<file path="config.mk">
export PLATFORM = sky130hd
export DESIGN_NAME = ysyx_22050710_sram_arbiter_flat
export DESIGN_NICKNAME = d
export VERILOG_FILES = /design/src/rtl/ysyx_22050710_sram_arbiter_pkg.sv /design/src/rtl/ysyx_22050710_sram_arbiter_if.sv /design/src/rtl/ysyx_22050710_owner_fifo.sv /design/src/rtl/ysyx_22050710_sram_arbiter.sv /design/src/flat_wrapper.sv
export SDC_FILE = /design/constraint.sdc
export NUM_CORES = 1
export LEC_CHECK = 0
export BUFFER_PORTS_ARGS = -buffer_cell sky130_fd_sc_hd__buf_2
export CORE_AREA = 2 2 207 209
export DETAILED_ROUTE_END_ITERATION = 12
export DIE_AREA = 0 0 209 211
export GPL_ROUTABILITY_DRIVEN = 0
export PLACE_DENSITY_LB_ADDON = 0.12
export SLEW_MARGIN = 20
export SYNTH_ARGS = -nofsm -noshare
export SYNTH_HDL_FRONTEND = slang
export SYNTH_SLANG_ARGS = --single-unit
export TNS_END_PERCENT = 20
</file>
<file path="constraint.sdc">
create_clock -name i_clk -period 3.4 [get_ports i_clk]
set_clock_uncertainty 0.05 [all_clocks]
set_input_delay 0.17 -clock i_clk [delete_from_list [all_inputs] [get_ports i_clk]]
set_output_delay 0.17 -clock i_clk [all_outputs]
set_load 0.01 [all_outputs]
</file>
<file path="src/rtl/ysyx_22050710_sram_arbiter_pkg.sv">
// Purpose : shared types and default sizes for the SRAM-port arbiter.
// Contents: bus width defaults, outstanding-depth default, owner id enum
//           (which master a request or response belongs to).
package ysyx_22050710_sram_arbiter_pkg;

    localparam int SRAM_ADDR_WD   = 32;
    localparam int SRAM_DATA_WD   = 64;
    localparam int SRAM_WMASK_WD  = 8;
    localparam int OUTS_DEPTH_DEF = 2;

    typedef enum logic {
        OWNER_INST = 1'b0,
        OWNER_DATA = 1'b1
    } owner_e;

endpackage

</file>
<file path="src/rtl/ysyx_22050710_sram_arbiter_if.sv">
// Purpose : one SRAM-like port (req/addr_ok/data_ok handshake).
// Modports: master - drives req/op/size/addr/wstrb/wdata, receives addr_ok/data_ok/rdata
//           slave  - the reverse side
interface ysyx_22050710_sram_arbiter_if
    import ysyx_22050710_sram_arbiter_pkg::*;
#(
    parameter int AW = SRAM_ADDR_WD,
    parameter int DW = SRAM_DATA_WD,
    parameter int MW = SRAM_WMASK_WD
);
    logic          req;
    logic          op;
    logic [1:0]    size;
    logic [AW-1:0] addr;
    logic [MW-1:0] wstrb;
    logic [DW-1:0] wdata;
    logic          addr_ok;
    logic          data_ok;
    logic [DW-1:0] rdata;

    modport master (
        output req, op, size, addr, wstrb, wdata,
        input  addr_ok, data_ok, rdata
    );

    modport slave (
        input  req, op, size, addr, wstrb, wdata,
        output addr_ok, data_ok, rdata
    );
endinterface

</file>
<file path="src/rtl/ysyx_22050710_owner_fifo.sv">
// Purpose : records which master owns each accepted, not yet answered request.
//           1 bit wide, DEPTH deep, in-order.
// Ports   : i_clk, i_rst (async, active-high)
//           i_push/i_din  - enqueue owner id (ignored when full)
//           i_pop         - dequeue head (ignored when empty, so no bypass)
//           o_full/o_empty/o_head - status and current head
module ysyx_22050710_owner_fifo #(
    parameter int DEPTH = 2
) (
    input  logic i_clk,
    input  logic i_rst,
    input  logic i_push,
    input  logic i_din,
    input  logic i_pop,
    output logic o_full,
    output logic o_empty,
    output logic o_head
);
    localparam int            PW       = $clog2(DEPTH);
    localparam logic [PW:0]   FULL_CNT = (PW+1)'(DEPTH);

    logic [DEPTH-1:0] r_mem;
    logic [PW-1:0]    r_wr_ptr;
    logic [PW-1:0]    r_rd_ptr;
    logic [PW:0]      r_cnt;
    logic             w_do_push;
    logic             w_do_pop;

    assign o_full    = (r_cnt == FULL_CNT);
    assign o_empty   = (r_cnt == '0);
    assign o_head    = r_mem[r_rd_ptr];
    assign w_do_push = i_push && !o_full;
    assign w_do_pop  = i_pop && !o_empty;

    // Pointers are log2(DEPTH) bits and wrap naturally (DEPTH is a power of 2).
    always_ff @(posedge i_clk or posedge i_rst) begin
        if (i_rst) begin
            r_mem    <= '0;
            r_wr_ptr <= '0;
            r_rd_ptr <= '0;
            r_cnt    <= '0;
        end else begin
            if (w_do_push) begin
                r_mem[r_wr_ptr] <= i_din;
                r_wr_ptr        <= r_wr_ptr + 1'b1;
            end
            if (w_do_pop) begin
                r_rd_ptr <= r_rd_ptr + 1'b1;
            end
            case ({w_do_push, w_do_pop})
                2'b10:   r_cnt <= r_cnt + 1'b1;
                2'b01:   r_cnt <= r_cnt - 1'b1;
                default: r_cnt <= r_cnt;
            endcase
        end
    end
endmodule

</file>
<file path="src/rtl/ysyx_22050710_sram_arbiter.sv">
// Purpose : shares one SRAM-like slave port between the inst master (m0_if)
//           and the data master (m1_if). Fixed priority m1 > m0; a grant that
//           has been presented but not yet accepted is locked until addr_ok.
//           In-order responses are routed back through an owner FIFO.
// Ports   : i_clk, i_rst (async, active-high)
//           m0_if, m1_if - master-facing ports (slave modport)
//           s_if         - memory-facing port (master modport)
//           o_resp_err   - sticky: data_ok arrived with nothing outstanding
module ysyx_22050710_sram_arbiter
    import ysyx_22050710_sram_arbiter_pkg::*;
#(
    parameter int OUTS_DEPTH = OUTS_DEPTH_DEF
) (
    input  logic                           i_clk,
    input  logic                           i_rst,
    ysyx_22050710_sram_arbiter_if.slave    m0_if,
    ysyx_22050710_sram_arbiter_if.slave    m1_if,
    ysyx_22050710_sram_arbiter_if.master   s_if,
    output logic                           o_resp_err
);
    logic   r_lock;
    owner_e r_lock_id;
    logic   r_resp_err;

    owner_e w_owner;
    logic   w_gnt_req;
    logic   w_s_req;
    logic   w_push;
    logic   w_pop;
    logic   w_resp_drop;
    logic   w_fifo_full;
    logic   w_fifo_empty;
    logic   w_fifo_head;
    logic   w_sel_m1;

    always_comb begin
        w_owner   = OWNER_INST;
        w_gnt_req = 1'b0;
        if (r_lock) begin
            w_owner   = r_lock_id;
            w_gnt_req = (r_lock_id == OWNER_DATA) ? m1_if.req : m0_if.req;
        end else if (m1_if.req) begin
            w_owner   = OWNER_DATA;
            w_gnt_req = 1'b1;
        end else if (m0_if.req) begin
            w_owner   = OWNER_INST;
            w_gnt_req = 1'b1;
        end
    end

    // A full FIFO blocks the request even if a response pops it this cycle.
    assign w_sel_m1    = (w_owner == OWNER_DATA);
    assign w_s_req     = !i_rst && w_gnt_req && !w_fifo_full;
    assign w_push      = w_s_req && s_if.addr_ok;
    assign w_pop       = !i_rst && s_if.data_ok && !w_fifo_empty;
    assign w_resp_drop = !i_rst && s_if.data_ok && w_fifo_empty;

    assign s_if.req   = w_s_req;
    assign s_if.op    = w_sel_m1 ? m1_if.op    : m0_if.op;
    assign s_if.size  = w_sel_m1 ? m1_if.size  : m0_if.size;
    assign s_if.addr  = w_sel_m1 ? m1_if.addr  : m0_if.addr;
    assign s_if.wstrb = w_sel_m1 ? m1_if.wstrb : m0_if.wstrb;
    assign s_if.wdata = w_sel_m1 ? m1_if.wdata : m0_if.wdata;

    assign m0_if.addr_ok = w_push && !w_sel_m1;
    assign m1_if.addr_ok = w_push &&  w_sel_m1;
    assign m0_if.data_ok = w_pop && (w_fifo_head == OWNER_INST);
    assign m1_if.data_ok = w_pop && (w_fifo_head == OWNER_DATA);
    assign m0_if.rdata   = s_if.rdata;
    assign m1_if.rdata   = s_if.rdata;
    assign o_resp_err    = r_resp_err;

    ysyx_22050710_owner_fifo #(
        .DEPTH (OUTS_DEPTH)
    ) u_owner_fifo (
        .i_clk   (i_clk),
        .i_rst   (i_rst),
        .i_push  (w_push),
        .i_din   (w_sel_m1),
        .i_pop   (w_pop),
        .o_full  (w_fifo_full),
        .o_empty (w_fifo_empty),
        .o_head  (w_fifo_head)
    );

    // Hold the owner of a presented-but-unaccepted request so a later m1
    // request cannot swap the fields under the slave.
    always_ff @(posedge i_clk or posedge i_rst) begin
        if (i_rst) begin
            r_lock    <= 1'b0;
            r_lock_id <= OWNER_INST;
        end else if (w_s_req && !s_if.addr_ok) begin
            r_lock    <= 1'b1;
            r_lock_id <= w_owner;
        end else if (s_if.addr_ok) begin
            r_lock    <= 1'b0;
        end
    end

    always_ff @(posedge i_clk or posedge i_rst) begin
        if (i_rst) begin
            r_resp_err <= 1'b0;
        end else if (w_resp_drop) begin
            r_resp_err <= 1'b1;
        end
    end
endmodule

</file>
<file path="src/flat_wrapper.sv">
// flat-port wrapper written by rule: the top's interface ports become plain ports
module ysyx_22050710_sram_arbiter_flat import ysyx_22050710_sram_arbiter_pkg::*;
#(
    parameter int OUTS_DEPTH = OUTS_DEPTH_DEF
)
  (i_clk, i_rst, o_resp_err, m0_if_req, m0_if_op, m0_if_size, m0_if_addr, m0_if_wstrb, m0_if_wdata, m0_if_addr_ok, m0_if_data_ok, m0_if_rdata, m1_if_req, m1_if_op, m1_if_size, m1_if_addr, m1_if_wstrb, m1_if_wdata, m1_if_addr_ok, m1_if_data_ok, m1_if_rdata, s_if_req, s_if_op, s_if_size, s_if_addr, s_if_wstrb, s_if_wdata, s_if_addr_ok, s_if_data_ok, s_if_rdata);
  ysyx_22050710_sram_arbiter_if m0_if_i ();
  ysyx_22050710_sram_arbiter_if m1_if_i ();
  ysyx_22050710_sram_arbiter_if s_if_i ();
  input  logic i_clk;
  input  logic i_rst;
  output logic o_resp_err;
  input wire logic [$bits(m0_if_i.req)-1:0] m0_if_req;
  input wire logic [$bits(m0_if_i.op)-1:0] m0_if_op;
  input wire logic [$bits(m0_if_i.size)-1:0] m0_if_size;
  input wire logic [$bits(m0_if_i.addr)-1:0] m0_if_addr;
  input wire logic [$bits(m0_if_i.wstrb)-1:0] m0_if_wstrb;
  input wire logic [$bits(m0_if_i.wdata)-1:0] m0_if_wdata;
  output wire logic [$bits(m0_if_i.addr_ok)-1:0] m0_if_addr_ok;
  output wire logic [$bits(m0_if_i.data_ok)-1:0] m0_if_data_ok;
  output wire logic [$bits(m0_if_i.rdata)-1:0] m0_if_rdata;
  input wire logic [$bits(m1_if_i.req)-1:0] m1_if_req;
  input wire logic [$bits(m1_if_i.op)-1:0] m1_if_op;
  input wire logic [$bits(m1_if_i.size)-1:0] m1_if_size;
  input wire logic [$bits(m1_if_i.addr)-1:0] m1_if_addr;
  input wire logic [$bits(m1_if_i.wstrb)-1:0] m1_if_wstrb;
  input wire logic [$bits(m1_if_i.wdata)-1:0] m1_if_wdata;
  output wire logic [$bits(m1_if_i.addr_ok)-1:0] m1_if_addr_ok;
  output wire logic [$bits(m1_if_i.data_ok)-1:0] m1_if_data_ok;
  output wire logic [$bits(m1_if_i.rdata)-1:0] m1_if_rdata;
  output wire logic [$bits(s_if_i.req)-1:0] s_if_req;
  output wire logic [$bits(s_if_i.op)-1:0] s_if_op;
  output wire logic [$bits(s_if_i.size)-1:0] s_if_size;
  output wire logic [$bits(s_if_i.addr)-1:0] s_if_addr;
  output wire logic [$bits(s_if_i.wstrb)-1:0] s_if_wstrb;
  output wire logic [$bits(s_if_i.wdata)-1:0] s_if_wdata;
  input wire logic [$bits(s_if_i.addr_ok)-1:0] s_if_addr_ok;
  input wire logic [$bits(s_if_i.data_ok)-1:0] s_if_data_ok;
  input wire logic [$bits(s_if_i.rdata)-1:0] s_if_rdata;
  assign m0_if_i.req = m0_if_req;
  assign m0_if_i.op = m0_if_op;
  assign m0_if_i.size = m0_if_size;
  assign m0_if_i.addr = m0_if_addr;
  assign m0_if_i.wstrb = m0_if_wstrb;
  assign m0_if_i.wdata = m0_if_wdata;
  assign m0_if_addr_ok = m0_if_i.addr_ok;
  assign m0_if_data_ok = m0_if_i.data_ok;
  assign m0_if_rdata = m0_if_i.rdata;
  assign m1_if_i.req = m1_if_req;
  assign m1_if_i.op = m1_if_op;
  assign m1_if_i.size = m1_if_size;
  assign m1_if_i.addr = m1_if_addr;
  assign m1_if_i.wstrb = m1_if_wstrb;
  assign m1_if_i.wdata = m1_if_wdata;
  assign m1_if_addr_ok = m1_if_i.addr_ok;
  assign m1_if_data_ok = m1_if_i.data_ok;
  assign m1_if_rdata = m1_if_i.rdata;
  assign s_if_req = s_if_i.req;
  assign s_if_op = s_if_i.op;
  assign s_if_size = s_if_i.size;
  assign s_if_addr = s_if_i.addr;
  assign s_if_wstrb = s_if_i.wstrb;
  assign s_if_wdata = s_if_i.wdata;
  assign s_if_i.addr_ok = s_if_addr_ok;
  assign s_if_i.data_ok = s_if_data_ok;
  assign s_if_i.rdata = s_if_rdata;
  ysyx_22050710_sram_arbiter #(.OUTS_DEPTH(OUTS_DEPTH)) u_core (.i_clk(i_clk), .i_rst(i_rst), .m0_if(m0_if_i), .m1_if(m1_if_i), .s_if(s_if_i), .o_resp_err(o_resp_err));
endmodule
</file>
* Word level (Yosys, flattened, before mapping) *
Cells that the tools add are included.

storage, ports and cells
  input bits = 284
  logic and storage cells = 59
  flip-flop bits (word level) = 9

operators by class
  add/subtract/negate cells = 4
  mux-type cells = 19
  bitwise logic cells = 1
  reductions and logical operators = 22
  magnitude comparators = 3
  eq/ne operators = 3

operator list
  operator             number
  $mux 64              1
  $mux 32              1
  $logic_and 1x1->1    14
  $mux 1               12
  $mux 8               1
  $logic_not 1->1      5
  $eq 2x2->1 const B   2
  $lt 1x2->1 const B   2
  $pmux 2 s2           1
  $reduce_bool 2->1    2
  $add 1x1->1 const B  2
  $add 2x1->2 const B  1
  $bwmux 2             1
  $eq 2x1->1 const B   1
  $logic_not 2->1      1
  $mux 2               1
  $sub 2x1->2 const B  1
  $demux 1 s1          1
  $ge 1x1->1 const B   1
  $not 1->1            1

* Depth between registers and ports, before layout *
  depth in word-level cells = 9
  gate-level depth with buffers = 7
  mapped depth without buffers = 7

* By module *
From an unflattened synthesis, not the netlist that was laid out.

unflattened totals
  cell total of the unflattened synthesis = 517
  area, all modules = 2768.9 um2

by module, submodules not included
  module                      area an instance (um2)  sequential area each (um2)  cells an instance  instances
  ysyx_22050710_sram_arbiter  2482.4                  75.1                        493                1
  ysyx_22050710_owner_fifo    286.5                   150.1                       24                 1

* Least setup slack after synthesis *
No wires, ideal clock.

  path kind = register to register
  from = register u_core.u_owner_fifo.r_cnt[0]
  to = register u_core.u_owner_fifo.r_cnt[1]
  slack = 1.439 ns
  cell stages (with the launch flop) = 7
  arrival = 1.832 ns
  required time = 3.271 ns
  setup time = 0.079 ns
  period minus slack after synthesis = 1.961 ns
  path buffers = 0
  path through = dfrtp_1 -> and2b_1 -> a2111oi_4 -> nand2_1 -> ha_1 -> nor2_1 -> xor2_1

between the ends
  longest elaborated chain between the ends = 7

ends and longest elaborated chain
  item                                             line                              source
  start: declaration                               ysyx_22050710_owner_fifo.sv:25    logic [PW:0] r_cnt;
  start signal: assignment                         ysyx_22050710_owner_fifo.sv:51    2'b10: r_cnt <= r_cnt + 1'b1;
  start signal: assignment                         ysyx_22050710_owner_fifo.sv:52    2'b01: r_cnt <= r_cnt - 1'b1;
  start signal: assignment                         ysyx_22050710_owner_fifo.sv:53    default: r_cnt <= r_cnt;
  $eq 2x2->1 (*)                                   ysyx_22050710_owner_fifo.sv:29    assign o_full = (r_cnt == FULL_CNT);
  $logic_not 1->1 (*)                              ysyx_22050710_sram_arbiter.sv:53  assign w_s_req = !i_rst && w_gnt_req && !w_fifo_full;
  $logic_and 1x1->1 (*)                            ysyx_22050710_sram_arbiter.sv:53
  net s_if_req                                     flat_wrapper.sv:31                output wire logic [$bits(s_if_i.req)-1:0] s_if_req;
  $logic_and 1x1->1 (*)                            ysyx_22050710_sram_arbiter.sv:54  assign w_push = w_s_req && s_if.addr_ok;
  $logic_and 1x1->1 (*)                            ysyx_22050710_owner_fifo.sv:32    assign w_do_push = i_push && !o_full;
  $eq 2x1->1 or $eq 2x2->1 (tied branches)         ysyx_22050710_owner_fifo.sv:50    case ({w_do_push, w_do_pop})
  $pmux 2 s2 or $reduce_bool 2->1 (tied branches)  -

The timed path passes the listed nets; every way through them passes the cells marked *.
A chain may end at the register's enable or synchronous reset.

* Final worst setup path *
  from = register u_core.r_lock
  to = output port s_if_size[1]

between the ends
  longest elaborated chain between the ends = 2

ends and longest elaborated chain
  item                      line                              source
  start: declaration        ysyx_22050710_sram_arbiter.sv:21  logic r_lock;
  start signal: assignment  ysyx_22050710_sram_arbiter.sv:90  r_lock <= 1'b0;
  start signal: assignment  ysyx_22050710_sram_arbiter.sv:93  r_lock <= 1'b1;
  start signal: assignment  ysyx_22050710_sram_arbiter.sv:96  r_lock <= 1'b0;
  $mux 1                    ysyx_22050710_sram_arbiter.sv:39  if (r_lock) begin
  $mux 2                    ysyx_22050710_sram_arbiter.sv:60  assign s_if.size = w_sel_m1 ? m1_if.size : m0_if.size;
  end: declaration          flat_wrapper.sv:33                output wire logic [$bits(s_if_i.size)-1:0] s_if_size;

Every way passes these cells.

==> out/summary.txt <==
TIMING
-------------------------------------------------------------------------------------------
Final Worst Setup Slack ......................................................      1.16 ns
Worst Tran Pin Value .........................................................     0.678 ns
Relative slew margins ........................................................        54.8%
Endpoints failing setup ......................................................            0
Fmax achieved ................................................................      446 MHz
Crit share post-route ........................................................        66.0%
Sum Neg Setup Slack ..........................................................         0 ns
Setup repair after global routing missed its margin ..........................           no
Worst hold slack .............................................................     0.139 ns
Crit path time final .........................................................      2.24 ns
Number of hold-slack violations in the final timing report ...................            0
Max-slew violation total from the final report ...............................            0

CTS
-------------------------------------------------------------------------------------------
Post CTS Setup Buffer Count ..................................................            0
Source-to-sink clock delay at the later pin of the worst-skew pair ...........      0.23 ns
Number of buffers created by CTS .............................................            3
CTS clock-pin slew for the worst setup and hold paths ........................      0.04 ns
Count of hold buffers inserted by post-cts repair ............................            1
# resized after CTS ..........................................................            0
CTS tree .....................................................................          yes
Clock sink count .............................................................            9
CTS Root Buffer Type ......................................................... sky130_fd_sc_hd__clkbuf_16
Max H-tree Level .............................................................            1
CTS max path bufs ............................................................            2

SETUP PATH
-------------------------------------------------------------------------------------------
Worst setup SP type ..........................................................     register
Kind of cell adding the most delay to the critical path ...................... multiplexers
Crit path max fanout .........................................................           47
Endpoint kind of the worst setup timing path ................................. primary output
R2R Path Start ............................................................... u_core.r_lock_id
Critical path's largest stage delay ..........................................      0.65 ns
Most used cell, CP ........................................................... sky130_fd_sc_hd__nand2_1
Ordered list of cells on the worst path ...................................... mux2_4 > buf_4 > nand2_1 > nand2_1 > buf_2
Total number of cells along the worst setup path .............................            5
Reg2Reg Depth ................................................................            6
Crit path to ................................................................. s_if_size[1]
Slowest stage cell, crit path ................................................ sky130_fd_sc_hd__mux2_4
Required time of the worst setup path ........................................      3.18 ns
Reg-to-reg slack, setup ......................................................      1.33 ns
Critical path startpoint ..................................................... u_core.r_lock
Critical Setup Path Class ....................................................      reg2out
Endpoint of the lowest-slack register-to-register path ....................... u_core.u_owner_fifo.r_cnt[1]
CP bufs+invs .................................................................            2
Data arrival time at the worst-slack endpoint ................................      2.02 ns

GLOBAL ROUTE
-------------------------------------------------------------------------------------------
Maximum number of pins on one net before global-route repair .................           59
Vias in the first global route ...............................................         3644
Overall global routing resource usage ........................................        5.71%
Total congestion overflow after global routing ...............................            0
Wire length of the first global-routing pass ................................. 19500 microns
Antenna violations before repair .............................................            1

CELLS AND AREA
-------------------------------------------------------------------------------------------
Sequential cell area .........................................................    225 sq um
Final #Nets ..................................................................          998
Fraction of layout cells with a size suffix above 1 ..........................        48.9%
Diodes inserted ..............................................................            0
Fill count ...................................................................         4982
Layout area overhead .........................................................        54.3%
Multi-input gate area ........................................................   1470 sq um

FLOORPLAN
-------------------------------------------------------------------------------------------
Num ports ....................................................................          525
Total core area ..............................................................  41800 sq um
Die ar. ......................................................................  44100 sq um
Initial core utilization .....................................................        6.56%
Standard-cell rows ...........................................................           75
Die Height ...................................................................  211 microns
X dimension of the die .......................................................  209 microns

SYNTH
-------------------------------------------------------------------------------------------
Cell taking the most area after synthesis .................................... sky130_fd_sc_hd__nand2_1
Synth Register Bits ..........................................................            9
Average cell area after synthesis ............................................   5.31 sq um
Yosys warns ..................................................................            0
Primary flip-flop cell chosen by synthesis mapping ........................... sky130_fd_sc_hd__dfrtp_1
Most frequent cell after synthesis ........................................... sky130_fd_sc_hd__nand2_1
Post-synthesis net count .....................................................          801
Number of synthesized flops with an enable pin ...............................            0
Top cell types by occurrence after synthesis ................................. sky130_fd_sc_hd__nand2_1 (323), sky130_fd_sc_hd__buf_4 (128), sky130_fd_sc_hd__clkbuf_1 (17)
Distinct cells, synth ........................................................           25
Cell area after synthesis ....................................................   2740 sq um
Synth area leaders ........................................................... sky130_fd_sc_hd__nand2_1 (44%), sky130_fd_sc_hd__buf_4 (35%), sky130_fd_sc_hd__dfrtp_1 (8.2%)
Seq/Total Area, Yosys ........................................................        8.22%
Async set-reset flop share out of synthesis ..................................         100%
Share of the synthesized area in the top cell type ...........................        44.2%
Synthesized netlist cell count ...............................................          516

PLACEMENT
-------------------------------------------------------------------------------------------
Final HPWL from detailed placement ........................................... 12000 microns
Number of buffers added on ports .............................................          332
Setup slack at placement .....................................................      1.30 ns

ROUTING
-------------------------------------------------------------------------------------------
TritonRoute pass-1 iters .....................................................            4
Detailed-route vias per instance .............................................         2.90
Post-route antenna net violation count .......................................            0
Routed vias ..................................................................         3629
Post-detailed-route DRC marker count .........................................            0
Final wirelength ............................................................. 14100 microns
Number of design-rule violations left by the first detailed-router iteration .           67
Post-DR wirelength/cell ...................................................... 11.2 microns

MIN PATH
-------------------------------------------------------------------------------------------
HP Class .....................................................................       in2reg

STATUS
-------------------------------------------------------------------------------------------
Result of the run ............................................................ finished clean

POWER
-------------------------------------------------------------------------------------------
Leakage component of the power ...............................................      2.59 nW
Worst-case vdd ir drop .......................................................   0.000138 V
Power per cell area ..........................................................  405 nW/um^2
Power after layout ...........................................................      1.71 mW

FLOW RUN
-------------------------------------------------------------------------------------------
Max Cap Violations ...........................................................            0

[metal layers]
layer  track usage [%]  routed length, microns  up-vias  part of all wire (%)
li1                  -                       -     1811                     -
met1              4.83                    4460     1488                    32
met2              12.1                    7610      284                    54
met3              1.65                    1450       46                    10
met4              2.34                     546        0                   3.9
met5                 0                       0        -                     0
[worst reg2reg max path: stages (launching register included)]
cell	delay, ns
sky130_fd_sc_hd__dfrtp_1	0.43
sky130_fd_sc_hd__mux2i_1	0.18
sky130_fd_sc_hd__a2111oi_4	0.48
sky130_fd_sc_hd__nand2_1	0.21
sky130_fd_sc_hd__ha_1	0.36
sky130_fd_sc_hd__nor2_1	0.14
sky130_fd_sc_hd__xor2_1	0.15
[cell usage in the layout, fill, tap and decap left out, types with 2 or more instances in the layout]
master / n
sky130_fd_sc_hd__buf_12: 2
sky130_fd_sc_hd__mux2i_1: 2
sky130_fd_sc_hd__nand2_1: 323
sky130_fd_sc_hd__dfrtp_1: 9
sky130_fd_sc_hd__nor2_1: 8
sky130_fd_sc_hd__inv_1: 2
sky130_fd_sc_hd__nor2b_1: 2
sky130_fd_sc_hd__buf_4: 8
sky130_fd_sc_hd__clkbuf_16: 3
sky130_fd_sc_hd__buf_2: 332
sky130_fd_sc_hd__xnor2_1: 4
[final cells by class]
| class | count | share of cell area, % |
|---|---|---|
| well taps | 539 | 16.0 |
| multi-input cells | 354 | 34.8 |
| clock buffers | 4 | 1.86 |
| inverters | 2 | 0.178 |
| flip-flops and latches | 9 | 5.33 |
| repair buffers | 343 | 41.9 |
[kinds of logic after synthesis]
group,count (synthesis),synth area share (%)
DFF,9,8.22
adders and majority gates,1,0.457
buffers and inverters,153,38.7
muxes,5,1.92
xor gates and xnor gates,5,1.60
and+or+nand+nor,337,46.8
AOI/OAI and AO/OA,6,2.33
[flip-flops by register name (all words and copies together), names as in the netlist]
| signal | flops |
|---|---|
| u_core.o_resp_err | 1 |
| u_core.r_lock | 1 |
| u_core.r_lock_id | 1 |
| u_core.u_owner_fifo.r_cnt | 2 |
| u_core.u_owner_fifo.r_mem | 2 |
| u_core.u_owner_fifo.r_rd_ptr | 1 |
| u_core.u_owner_fifo.r_wr_ptr | 1 |
[report_power, final]
| part | internal [mW] | switching, mW | leakage, nW |
|---|---|---|---|
| logic | 0.545 | 0.757 | 2.45 |
| registers | 0.156 | 0.0516 | 0.104 |
| clock network | 0.157 | 0.0485 | 0.0382 |
| total | 0.857 | 0.857 | 2.59 |
[worst min path at each step]
stage                      start  cells past startpoint  slack [ns]                           end
floorplan                  i_rst                      1       -0.05             u_core.o_resp_err
global placement           i_rst                      2        0.21             u_core.o_resp_err
detailed placement         i_rst                      2        0.20  u_core.u_owner_fifo.r_wr_ptr
CTS                 s_if_addr_ok                      2        0.13                 u_core.r_lock
global route        s_if_addr_ok                      2        0.14                 u_core.r_lock
finish              s_if_addr_ok                      2        0.14                 u_core.r_lock
[metrics by stage]
| stage | util [%] | cells | area (sq um) |
|---|---|---|---|
| 5_1_grt | 10.1 | 1251 | 4230 |
| 3_5_place_dp | 9.91 | 1246 | 4140 |
| 3_3_place_gp | 9.91 | 1246 | 4140 |
| 2_1_floorplan | - | 516 | 2740 |
| 6_report | 10.1 | 1251 | 4230 |
| 4_1_cts | 10.1 | 1251 | 4230 |
(Power assumes the default switching activity.)
